### src/rtl/imm_gen_pipe_pkg.sv
// Shared constants for the immediate generator: type codes, major opcodes and the opcode decoder.
package imm_gen_pipe_pkg;

    localparam logic [2:0] TYPE_I   = 3'd0;
    localparam logic [2:0] TYPE_B   = 3'd1;
    localparam logic [2:0] TYPE_S   = 3'd2;
    localparam logic [2:0] TYPE_U   = 3'd3;
    localparam logic [2:0] TYPE_J   = 3'd4;
    localparam logic [2:0] TYPE_SH  = 3'd5;
    localparam logic [2:0] TYPE_CSR = 3'd6;
    localparam logic [2:0] TYPE_ILL = 3'd7;

    localparam logic [6:0] OP_LOAD   = 7'b0000011;
    localparam logic [6:0] OP_JALR   = 7'b1100111;
    localparam logic [6:0] OP_IMM    = 7'b0010011;
    localparam logic [6:0] OP_SYSTEM = 7'b1110011;
    localparam logic [6:0] OP_STORE  = 7'b0100011;
    localparam logic [6:0] OP_BRANCH = 7'b1100011;
    localparam logic [6:0] OP_LUI    = 7'b0110111;
    localparam logic [6:0] OP_AUIPC  = 7'b0010111;
    localparam logic [6:0] OP_JAL    = 7'b1101111;

    function automatic logic [2:0] decode_type(input logic [31:0] instr);
        logic [2:0] funct3;
        funct3 = instr[14:12];
        case (instr[6:0])
            OP_LOAD, OP_JALR:  decode_type = TYPE_I;
            OP_IMM:            decode_type = (funct3 == 3'b001 || funct3 == 3'b101) ? TYPE_SH : TYPE_I;
            OP_SYSTEM:         decode_type = funct3[2] ? TYPE_CSR : TYPE_I;
            OP_STORE:          decode_type = TYPE_S;
            OP_BRANCH:         decode_type = TYPE_B;
            OP_LUI, OP_AUIPC:  decode_type = TYPE_U;
            OP_JAL:            decode_type = TYPE_J;
            default:           decode_type = TYPE_ILL;
        endcase
    endfunction

endpackage

### src/rtl/imm_gen_pipe_extract.sv
// imm_extract: combinational (instr, type) -> (extended immediate, err). Illegal type yields imm = 0.
module imm_extract
    import imm_gen_pipe_pkg::*;
#(
    parameter int XLEN = 32
) (
    input  logic [31:0]     instr,
    input  logic [2:0]      imm_type,
    output logic [XLEN-1:0] imm,
    output logic            err
);

    // The opcode field never contributes immediate bits.
    logic unused_opcode;
    assign unused_opcode = ^instr[6:0];

    always_comb begin
        imm = '0;
        err = 1'b0;
        case (imm_type)
            TYPE_I:   imm = XLEN'($signed(instr[31:20]));
            TYPE_S:   imm = XLEN'($signed({instr[31:25], instr[11:7]}));
            TYPE_B:   imm = XLEN'($signed({instr[31], instr[7], instr[30:25], instr[11:8], 1'b0}));
            TYPE_J:   imm = XLEN'($signed({instr[31], instr[19:12], instr[20], instr[30:21], 1'b0}));
            TYPE_U:   imm = XLEN'($signed({instr[31:12], 12'h000}));
            TYPE_SH:  imm = (XLEN == 64) ? XLEN'(instr[25:20]) : XLEN'(instr[24:20]);
            TYPE_CSR: imm = XLEN'(instr[19:15]);
            default:  err = 1'b1;
        endcase
    end

endmodule

### src/rtl/imm_gen_pipe.sv
// Immediate generator with a two-entry output FIFO. Define IMM_GEN_PIPE_ERRCNT_EN to build the
// saturating error counter; otherwise err_cnt is tied to zero.
module imm_gen_pipe
    import imm_gen_pipe_pkg::*;
#(
    parameter int XLEN        = 32,
    parameter int AUTO_DECODE = 1
) (
    input  logic            clk,
    input  logic            rst_n,
    input  logic            flush,
    input  logic            in_valid,
    output logic            in_ready,
    input  logic [31:0]     in_instr,
    input  logic [2:0]      in_type,
    output logic            out_valid,
    input  logic            out_ready,
    output logic [XLEN-1:0] out_imm,
    output logic [2:0]      out_type,
    output logic            out_err,
    output logic [15:0]     err_cnt
);

    logic [2:0]      res_type;
    logic [XLEN-1:0] ext_imm;
    logic            ext_err;

    assign res_type = (AUTO_DECODE != 0) ? decode_type(in_instr) : in_type;

    imm_extract #(.XLEN(XLEN)) u_extract (
        .instr    (in_instr),
        .imm_type (res_type),
        .imm      (ext_imm),
        .err      (ext_err)
    );

    logic [XLEN-1:0] imm_q  [2];
    logic [2:0]      type_q [2];
    logic            err_q  [2];
    logic            wr_ptr;
    logic            rd_ptr;
    logic [1:0]      count;
    logic            push;
    logic            pop;

    // Both handshake flags come from count alone, so out_ready never reaches in_ready.
    assign in_ready  = (count != 2'd2);
    assign out_valid = (count != 2'd0);
    assign push      = in_valid && in_ready;
    assign pop       = out_valid && out_ready;

    assign out_imm  = imm_q[rd_ptr];
    assign out_type = type_q[rd_ptr];
    assign out_err  = err_q[rd_ptr];

    always_ff @(posedge clk or negedge rst_n) begin
        if (!rst_n) begin
            for (int i = 0; i < 2; i++) begin
                imm_q[i]  <= '0;
                type_q[i] <= '0;
                err_q[i]  <= 1'b0;
            end
            wr_ptr <= 1'b0;
            rd_ptr <= 1'b0;
            count  <= 2'd0;
        end else if (flush) begin
            wr_ptr <= 1'b0;
            rd_ptr <= 1'b0;
            count  <= 2'd0;
        end else begin
            if (push) begin
                imm_q[wr_ptr]  <= ext_imm;
                type_q[wr_ptr] <= res_type;
                err_q[wr_ptr]  <= ext_err;
                wr_ptr         <= ~wr_ptr;
            end
            if (pop) begin
                rd_ptr <= ~rd_ptr;
            end
            case ({push, pop})
                2'b10:   count <= count + 2'd1;
                2'b01:   count <= count - 2'd1;
                default: count <= count;
            endcase
        end
    end

`ifdef IMM_GEN_PIPE_ERRCNT_EN
    logic [15:0] err_cnt_q;

    // Flush deliberately leaves the counter alone: it counts accepted entries, not delivered ones.
    always_ff @(posedge clk or negedge rst_n) begin
        if (!rst_n) begin
            err_cnt_q <= 16'h0000;
        end else if (push && ext_err && !flush && err_cnt_q != 16'hFFFF) begin
            err_cnt_q <= err_cnt_q + 16'h0001;
        end
    end

    assign err_cnt = err_cnt_q;
`else
    assign err_cnt = 16'h0000;
`endif

endmodule

### config.mk
export PLATFORM = sky130hd
export DESIGN_NAME = imm_gen_pipe
export DESIGN_NICKNAME = d
export VERILOG_FILES = /design/src/rtl/imm_gen_pipe_pkg.sv /design/src/rtl/imm_gen_pipe_extract.sv /design/src/rtl/imm_gen_pipe.sv
export SDC_FILE = /design/constraint.sdc
export NUM_CORES = 1
export LEC_CHECK = 0
export CAP_MARGIN = 20
export CORE_MARGIN = 4
export CORE_UTILIZATION = 70
export CTS_BUF_LIST = sky130_fd_sc_hd__clkbuf_4 sky130_fd_sc_hd__clkbuf_8
export CTS_CLUSTER_SIZE = 20
export DETAILED_ROUTE_END_ITERATION = 10
export DONT_BUFFER_PORTS = 1
export GPL_ROUTABILITY_DRIVEN = 0
export MAX_ROUTING_LAYER = met4
export PLACE_DENSITY_LB_ADDON = 0.3
export SLEW_MARGIN = 40
export SYNTH_ARGS = -nofsm -noshare
export SYNTH_HDL_FRONTEND = slang
export SYNTH_SLANG_ARGS = --single-unit
### constraint.sdc
create_clock -name clk -period 5 [get_ports clk]
set_input_delay 0.5 -clock clk [delete_from_list [all_inputs] [get_ports clk]]
set_output_delay 0.5 -clock clk [all_outputs]
set_load 0.05 [all_outputs]
* Yosys cells after proc, flatten, opt, wreduce, memory -nomap -nowiden
Index checks and enable logic that the tools add are counted.
Widths: inputs -> output; s select.
** Word-level totals
- Output and inout bits :: 54
- Input port bits :: 40
- Logic and storage cells :: 81
- Register bits :: 76
** Cells by class
- Multiplexer cells :: 29
- $add $sub $neg :: 2
- Equal/unequal tests :: 20
- Reduce and logical (&&, ||, !) cells :: 13
- Magnitude comparators :: 3
- Bitwise logic cells :: 5
** Operators by type and width (count)
- $pmux 32 s7 :: 1
- $mux 32 :: 4
- $bwmux 64 :: 1
- $demux 32 s1 :: 1
- $eq 7x7->1 const B :: 4
- $pmux 3 s7 :: 1
- $mux 3 :: 6
- $eq 7x5->1 const B :: 2
- $eq 7x6->1 const B :: 2
- $eq 3x3->1 const B :: 4
- $mux 1 :: 9
- $eq 7x2->1 const B :: 1
- $reduce_or 7->1 :: 1
- $bwmux 6 :: 1
- $eq 3x1->1 const B :: 2
- $eq 3x2->1 const B :: 2
- $reduce_bool 2->1 :: 3
- $ge 2x2->1 const B :: 2
- $not 1->2 :: 2
- $pmux 2 s2 :: 1
- $reduce_or 2->1 :: 2
- $demux 3 s1 :: 1
- $logic_and 1x1->1 :: 3
- $logic_not 3->1 :: 1
- 13 further kinds :: 15

* Logic depth before layout (Yosys ltp)
Gate-level depths: netlist of the first run.
- Depth after elaboration :: 8
- Gate-level depth with buffers :: 8
- Mapped depth without buffers :: 5

* Cells and area by module
A second synthesis of the first run with hierarchy kept.
** Unflattened totals
- Cell total of the unflattened synthesis :: 359
- Area, all modules :: 4424.2 um^2
** By module, submodules not included
- imm_gen_pipe :: times used 1, area an instance 3777.4 um^2, sequential area each 1901.8 um^2, cells an instance 262
- imm_extract :: times used 1, area an instance 646.9 um^2, sequential area each 0.0 um^2, cells an instance 97

* Worst setup path before layout of the first run
Ideal clock, no wire load.
- Path kind :: register to register
- Start :: register count[0]
- End :: register imm_q[34] (netlist name)
- Arrival time :: 1.978 ns
- Clock period less this slack :: 2.102 ns
- Path buffers :: 2
- Slack :: 2.898 ns
- Setup time :: 0.125 ns
- Cell stages (with the launch flop) :: 8
- Data required time :: 4.875 ns
- Path through :: dfrtp_1 > nand2b_1 > nand2_1 > or3_1 > clkbuf_1 > clkbuf_1 > a311oi_1 > nor2_1
** Between the ends
- Word-level cells in the longest chain between the ends :: 3
** RTL lines
- from (decl) :: RTL line imm_gen_pipe.sv:42 : logic [1:0] count;
- from (signal assigned) :: RTL line imm_gen_pipe.sv:81 : 2'b10: count <= count + 2'd1;
- from (signal assigned) :: RTL line imm_gen_pipe.sv:82 : 2'b01: count <= count - 2'd1;
- from (signal assigned) :: RTL line imm_gen_pipe.sv:83 : default: count <= count;
- $ne 2x2->1 :: RTL line imm_gen_pipe.sv:47 : assign in_ready = (count != 2'd2);
- net in_ready :: RTL line imm_gen_pipe.sv:13 : output logic in_ready,
- $logic_and 1x1->1 :: RTL line imm_gen_pipe.sv:49 : assign push = in_valid && in_ready;
- $reduce_and 2->1 (no line)
- to (signal, indexed assignment) :: RTL line imm_gen_pipe.sv:72 : imm_q[wr_ptr] <= ext_imm;
- to (decl) :: RTL line imm_gen_pipe.sv:37 : logic [XLEN-1:0] imm_q [2];
The timed path passes the listed nets, and every way through them passes these cells.
A chain may end at the register's enable or synchronous reset.

* Worst setup path in the final report of the first run
- Start :: register count[0]
- End :: register imm_q[47] (netlist name)
The elaborated chain is that of the path after synthesis.

==> results of run 1 <==
==> power breakdown <==
group	internal (W)	switching [W]	leakage, nW
clock	0.000193	0.000237	0.0885
sequential	0.000715	0.0000509	0.960
combinational	0.000123	0.000369	0.749
total	0.00103	0.000656	1.80
==> per-layer routing <==
metal,vias up,part of all wire,GRT usage
met5,-,0,-
met4,0,0.017,0.09640
met3,22,0.089,0.06990
met2,162,0.49,0.4421
met1,1675,0.40,0.3684
li1,1534,-,-
==> area by class of cell <==
cell class                      instances  area [sq um]  share of cell area
Tap cell                               72         90.09             0.02075
Multi-Input combinational cell        343          2082              0.4795
Sequential cell                        76          1902              0.4380
Timing Repair Buffer                    8         87.58             0.02017
Inverter                                1         3.754           0.0008646
Clock inverter                          6         38.79            0.008934
Clock buffer                           10         137.6             0.03170
==> repair_timing <==
action	CTS	global route
endpoints found under the hold margin	76	0
hold buffers	1	0
endpoints found under the setup margin	0	0
==> registers in the layout, indices dropped and copies added (netlist names) <==
signal / flops
imm_q: 64
type_q: 6
count: 2
err_q: 2
rd_ptr: 1
wr_ptr: 1
==> logic make-up after synthesis <==
logic type,share of synthesized area
buffers and inverters,0.07028
and+or+nand+nor,0.1870
AOI/OAI and AO/OA,0.1885
other,0.0008925
muxes,0.09649
xor gates and xnor gates,0.004170
DFF,0.4526
==> through the flow <==
stage          total power [W]  hold WS (ps)    util
3_3_place_gp          0.001235         206.1  0.7240
6_report              0.001687         31.85  0.7650
2_1_floorplan         0.001211         204.4       -
5_1_grt               0.001763         54.48  0.7650
3_5_place_dp          0.001254         206.1  0.7253
4_1_cts               0.001688         41.69  0.7612
==> synth_stat cells (all sizes together) (2+ instances only) <==
library cell	instances
a211oi	2
mux2	36
nor2b	3
buf	31
o221ai	4
and3	3
nor3b	3
nand3	27
o31ai	6
o211a	2
a311oi	9
o21ai	41
a21oi	44
xor2	2
dfrtp	76
clkbuf	20
a31oi	3
nand2b	7
nand2	59
nor4bb	2
nor2	57
a221oi	2
==> worst max path at each step <==
stage,startpoint,to,slack [ps]
final,count[0]$_DFFE_PN0P_,imm_q[47]$_DFFE_PN0P_,2300
after global routing,count[0]$_DFFE_PN0P_,imm_q[47]$_DFFE_PN0P_,2120
after CTS,count[0]$_DFFE_PN0P_,imm_q[48]$_DFFE_PN0P_,2230
after detailed placement,in_instr[1],imm_q[62]$_DFFE_PN0P_,1920
after global placement,in_instr[1],imm_q[62]$_DFFE_PN0P_,1990
after floorplan,count[0]$_DFFE_PN0P_,imm_q[34]$_DFFE_PN0P_,2900
==> cell usage in the layout, fill, tap and decap left out, types with 2 or more instances in the layout <==
master / count
a21oi_1: 43
a311oi_1: 9
a31oi_2: 2
and3_1: 2
buf_4: 6
clkbuf_8: 10
clkinv_2: 3
clkinvlp_4: 2
conb_1: 16
dfrtp_1: 76
mux2_2: 36
nand2_1: 59
nand2b_1: 7
nand3_1: 26
nor2_1: 57
nor2b_1: 3
o21ai_0: 35
o21ai_1: 6
o221ai_1: 4
o31ai_2: 6
xor2_1: 2
==> run summary, run 1 <==
status: finished clean
fmax: 369.7 MHz
# DRC: 0
final setup violation count: 0
Critical Path AT: 2920 ps
vias in the first global route: 3,280
post-synth top area cell: dfrtp_1
cts bufs inserted: 9
crit path capture type: flip-flop
via count: 3,393
post-synthesis cell area: 4202 sq um
Critical Path RT: 5220 ps
CP top delay family: simple AND/OR/NAND/NOR gates
Die Ht: 85.48 microns
DR WL/cell: 19.10 microns
CTS clk-pin slew, worst paths: 80 ps
placed cells: 498
first-pass GRT wire length: 16.08 mm
clk_skew: 9.705 ps
top post-synthesis cells by area: dfrtp_1 45%, mux2_2 9.6%, nand2_1 5.3%
largest net degree at the start of global routing: 77
Buffers on Ports: 0
Distinct cells, synth: 50
fraction of registers with async set/reset: 1.000
critical path class: reg2reg
crit path max-delay cell type: or3_2
Cell Pwr Density: 388.6 nW/um^2
Critical R2R Capture: imm_q[47]$_DFFE_PN0P_
Synth Instances: 456
worst setup margin: 2295 ps
Reg2Reg Depth: 5
Root Buffer Master: clkbuf_8
CTS Buffer Depth: 2
die area: 7306 sq um
# rows: 27
post-route insts no fill: 516
Post-Syn Area per Cell: 9.214 sq um
Critical Path Max Stage Delay: 710 ps
Synth Register Bits: 76
Area Overhead vs Synth: 3.335%
flop2flop setup slack: 2300 ps
final worst-path cycle share: 0.5409
initial core utilization: 0.7403
post-CTS setup buffer count: 0
Yosys warning count: 0
Clock Sink Count: 76
Worst Tran Pin Value: 801.8 ps
core area: 5675 sq um
Final Hold Fails: 0
Antenna diodes: 0
placed cell area: 4116 sq um
post-place setup slack: 1917 ps
slew margin rel.: 0.4655
RSZ-0062 raised after global routing: no
worst path cell trace: nand2b_1, nand2_1, or3_2, a31oi_2, a21oi_1
CTS H-tree lvls: 3
post-synthesis sequential area ratio: 0.4527
die width: 85.48 microns
crit path buf inv count: 0
DRT antenna net count: 0
CTS resizes: 0
ys flop type: dfrtp_1
CTS tree: built
cell area after layout: 4342 sq um
Final TNS setup: 0 ps
initial DRC count: 320
leakage dissipation: 1.798 nW
WP depth: 5
total wire length: 9.856 mm
Max FO, Critical Path: 23
share of cells above drive strength 1: 0.1824
initial antenna violation count: 0
GR Overflow Total: 0
First-pass DRT Iterations: 5
I/O pins: 94
Final #Nets: 479
Worst-Skew Late Latency: 350 ps
startpoint types: flip-flop
FILL cells: 402
Hold Crit Class: in2async
Tot GR Track Use: 0.2853
HPWL after detailed placement: 6.388 mm
MaxCap Viol Count: 0
area share of the largest cell type after synthesis: 0.4527
Peak VDD IR: 0.2970 mV
final worst path period need: 2705 ps
final slew viol count: 0
Via density: 6.576
RR Startpoint: count[0]$_DFFE_PN0P_
number of synthesized flops with an enable pin: 0
Note: power is estimated with default switching activity, not from simulation.
==> run 2: changes to the inputs <==
--- a/config.mk
+++ b/config.mk
@@ -7,7 +7,7 @@
 export LEC_CHECK = 0
 export CAP_MARGIN = 20
 export CORE_MARGIN = 4
-export CORE_UTILIZATION = 70
+export CORE_UTILIZATION = 60
 export CTS_BUF_LIST = sky130_fd_sc_hd__clkbuf_4 sky130_fd_sc_hd__clkbuf_8
 export CTS_CLUSTER_SIZE = 20
 export DETAILED_ROUTE_END_ITERATION = 10
==> constraint.sdc (replaced) <==
create_clock -name clk -period 2.25 [get_ports clk]
set_input_delay 0.225 -clock clk [delete_from_list [all_inputs] [get_ports clk]]
set_output_delay 0.225 -clock clk [all_outputs]
set_load 0.05 [all_outputs]
==> run 2 against run 1 <==
First-iteration DRC count fell by 14%. Clock skew fell by 3.9 ps. Global-route usage fell by 3.2 points. Wire length rose by 2.4%. Setup slack got worse by 2000 ps.
==> run summary, run 2 (synthesis gave the netlist of run 1 again) <==
final slew viol count: 0 (unchanged)
clk_skew: 5.805 ps (-3.900 ps)
leakage dissipation: 1.882 nW (+4.7%)
Worst Tran Pin Value: 576.5 ps (-225.3 ps)
Biggest register: imm_q
CTS Buffer Depth: 2 (unchanged)
final setup violation count: 0 (unchanged)
CTS H-tree lvls: 3 (unchanged)
Worst-Skew Late Latency: 360 ps (about the same)
biggest regs: imm_q: 64 flops, type_q: 6 flops
Area Overhead vs Synth: 8.040%
CTS clk-pin slew, worst paths: 80 ps (about the same)
status: finished clean
Cell Pwr Density: 832.2 nW/um^2 (+110%)
crit path max-delay cell type: a31oi_2
DRT antenna net count: 0 (unchanged)
critical path class: reg2reg
Final #Nets: 498 (+4.0%)
commonest non-fill, non-tap cell in the layout: dfrtp_1
largest net degree at the start of global routing: 77 (unchanged)
Buffers on Ports: 0 (unchanged)
Via density: 6.009 (-8.6%)
First-pass DRT Iterations: 5 (unchanged)
post-route insts no fill: 559 (+8.3%)
DR WL/cell: 18.05 microns (-5.5%)
Fin Hold WS: 15.35 ps (-16.50 ps)
total wire length: 10.09 mm (+2.4%)
cell area after layout: 4539 sq um (+4.6%)
crit path capture type: flip-flop
die area: 8405 sq um (+15%)
Final TNS setup: 0 ps (unchanged)
Peak VDD IR: 0.4066 mV (+37%)
first-pass GRT wire length: 16.30 mm (+1.4%)
Die Ht: 91.68 microns (+7.3%)
Critical Path RT: 2470 ps (-2750 ps)
startpoint types: flip-flop
placed cell area: 4234 sq um (+2.9%)
Antenna diodes: 0 (unchanged)
initial DRC count: 274 (-14%)
Final Hold Fails: 0 (unchanged)
via count: 3,359 (-1.0%)
# DRC: 0 (unchanged)
Clock Sink Count: 76 (unchanged)
MaxCap Viol Count: 0 (unchanged)
# rows: 30 (+11%)
RSZ-0062 raised after global routing: no
GR Overflow Total: 0 (unchanged)
Critical Path AT: 2190 ps (-730 ps)
share of cells above drive strength 1: 0.1901 (+0.007632)
most frequent cells in the layout: 76 x dfrtp_1, 59 x nand2_1, 57 x nor2_1
cts bufs inserted: 9 (unchanged)
final worst path period need: 1972 ps (-732.7 ps)
slew margin rel.: 0.6131 (+0.1476)
final worst-path cycle share: 0.8764 (+0.3355)
core area: 6794 sq um (+20%)
Root Buffer Master: clkbuf_8
flip-flop count of the largest register after layout: 64 (unchanged)
CTS tree: built
I/O pins: 94 (unchanged)
flop2flop setup slack: 280 ps (-2020 ps)
initial antenna violation count: 0 (unchanged)
initial core utilization: 0.6184 (-0.1219)
FILL cells: 540 (+34%)
placed cells: 532 (+6.8%)
die width: 91.68 microns (+7.3%)
Max FO, Critical Path: 8 (-65%)
fmax: 507.1 MHz (+37%)
post-CTS setup buffer count: 0 (unchanged)
Hold Crit Class: in2reg
vias in the first global route: 3,165 (-3.5%)
HPWL after detailed placement: 6.746 mm (+5.6%)
Critical Path Max Stage Delay: 480 ps (-230 ps)
Tot GR Track Use: 0.2535 (-0.03175)
worst path cell trace: nand2b_1, nand2_1, or3_1, a31oi_2, a21oi_1
run 2: critical path, delay by kind of cell, from the launching register on:
family | cells | cell delay, ps
flip-flops | 1 | 410
AO/OA/AOI/OAI | 2 | 610
AND/OR/NAND/NOR | 3 | 810
run 2: what timing repair did:
| action | CTS | global route |
|---|---|---|
| hold buffers | 11 | 0 |
| gates resized for setup | 0 | 0 |
| endpoints found under the hold margin | 93 | 0 |
run 2: final timing paths:
kind,depth (start not counted),start,end
min in group asynchronous,2,rst_n,imm_q[50]$_DFFE_PN0P_
max in group asynchronous,2,rst_n,imm_q[21]$_DFFE_PN0P_
max reg2reg,5,count[0]$_DFFE_PN0P_,imm_q[45]$_DFFE_PN0P_
min reg2reg,2,imm_q[43]$_DFFE_PN0P_,imm_q[43]$_DFFE_PN0P_
max,5,count[0]$_DFFE_PN0P_,imm_q[45]$_DFFE_PN0P_
min,2,in_instr[16],imm_q[16]$_DFFE_PN0P_
run 2: final cells by class:
| type | count | area [sq um] | area share |
|---|---|---|---|
| Inverter | 1 | 3.754 | 0.0008269 |
| Multi-Input combinational cell | 343 | 2076 | 0.4573 |
| Sequential cell | 76 | 1902 | 0.4190 |
| Clock inverter | 6 | 40.04 | 0.008820 |
| Timing Repair Buffer | 27 | 260.3 | 0.05733 |
| Clock buffer | 10 | 137.6 | 0.03032 |
| Tap cell | 96 | 120.1 | 0.02646 |
run 2: layer usage:
layer  routed length, microns  part of all wire  global-route usage
met1                     4484              0.44              0.3498
met2                     4642              0.46              0.3640
met3                      765             0.076             0.07137
met4                      197             0.020             0.08166
met5                        0                 0                   -
run 2: report_power, final:
part / internal [W] / switching (W) / total [W]
Combinational: 0.000294 / 0.000827 / 0.00112
Clock: 0.000428 / 0.000528 / 0.000956
Sequential: 0.00159 / 0.000111 / 0.00170
run 2: stage by stage:
step | worst slack, ps | power, W | util
finish | 278.1 | 0.003777 | 0.6681
global placement | 385.2 | 0.002768 | 0.6232
global route | 155.1 | 0.003966 | 0.6681
CTS | 319.3 | 0.003801 | 0.6681
floorplan | 147.6 | 0.002692 | -
detailed placement | 339.2 | 0.002800 | 0.6232
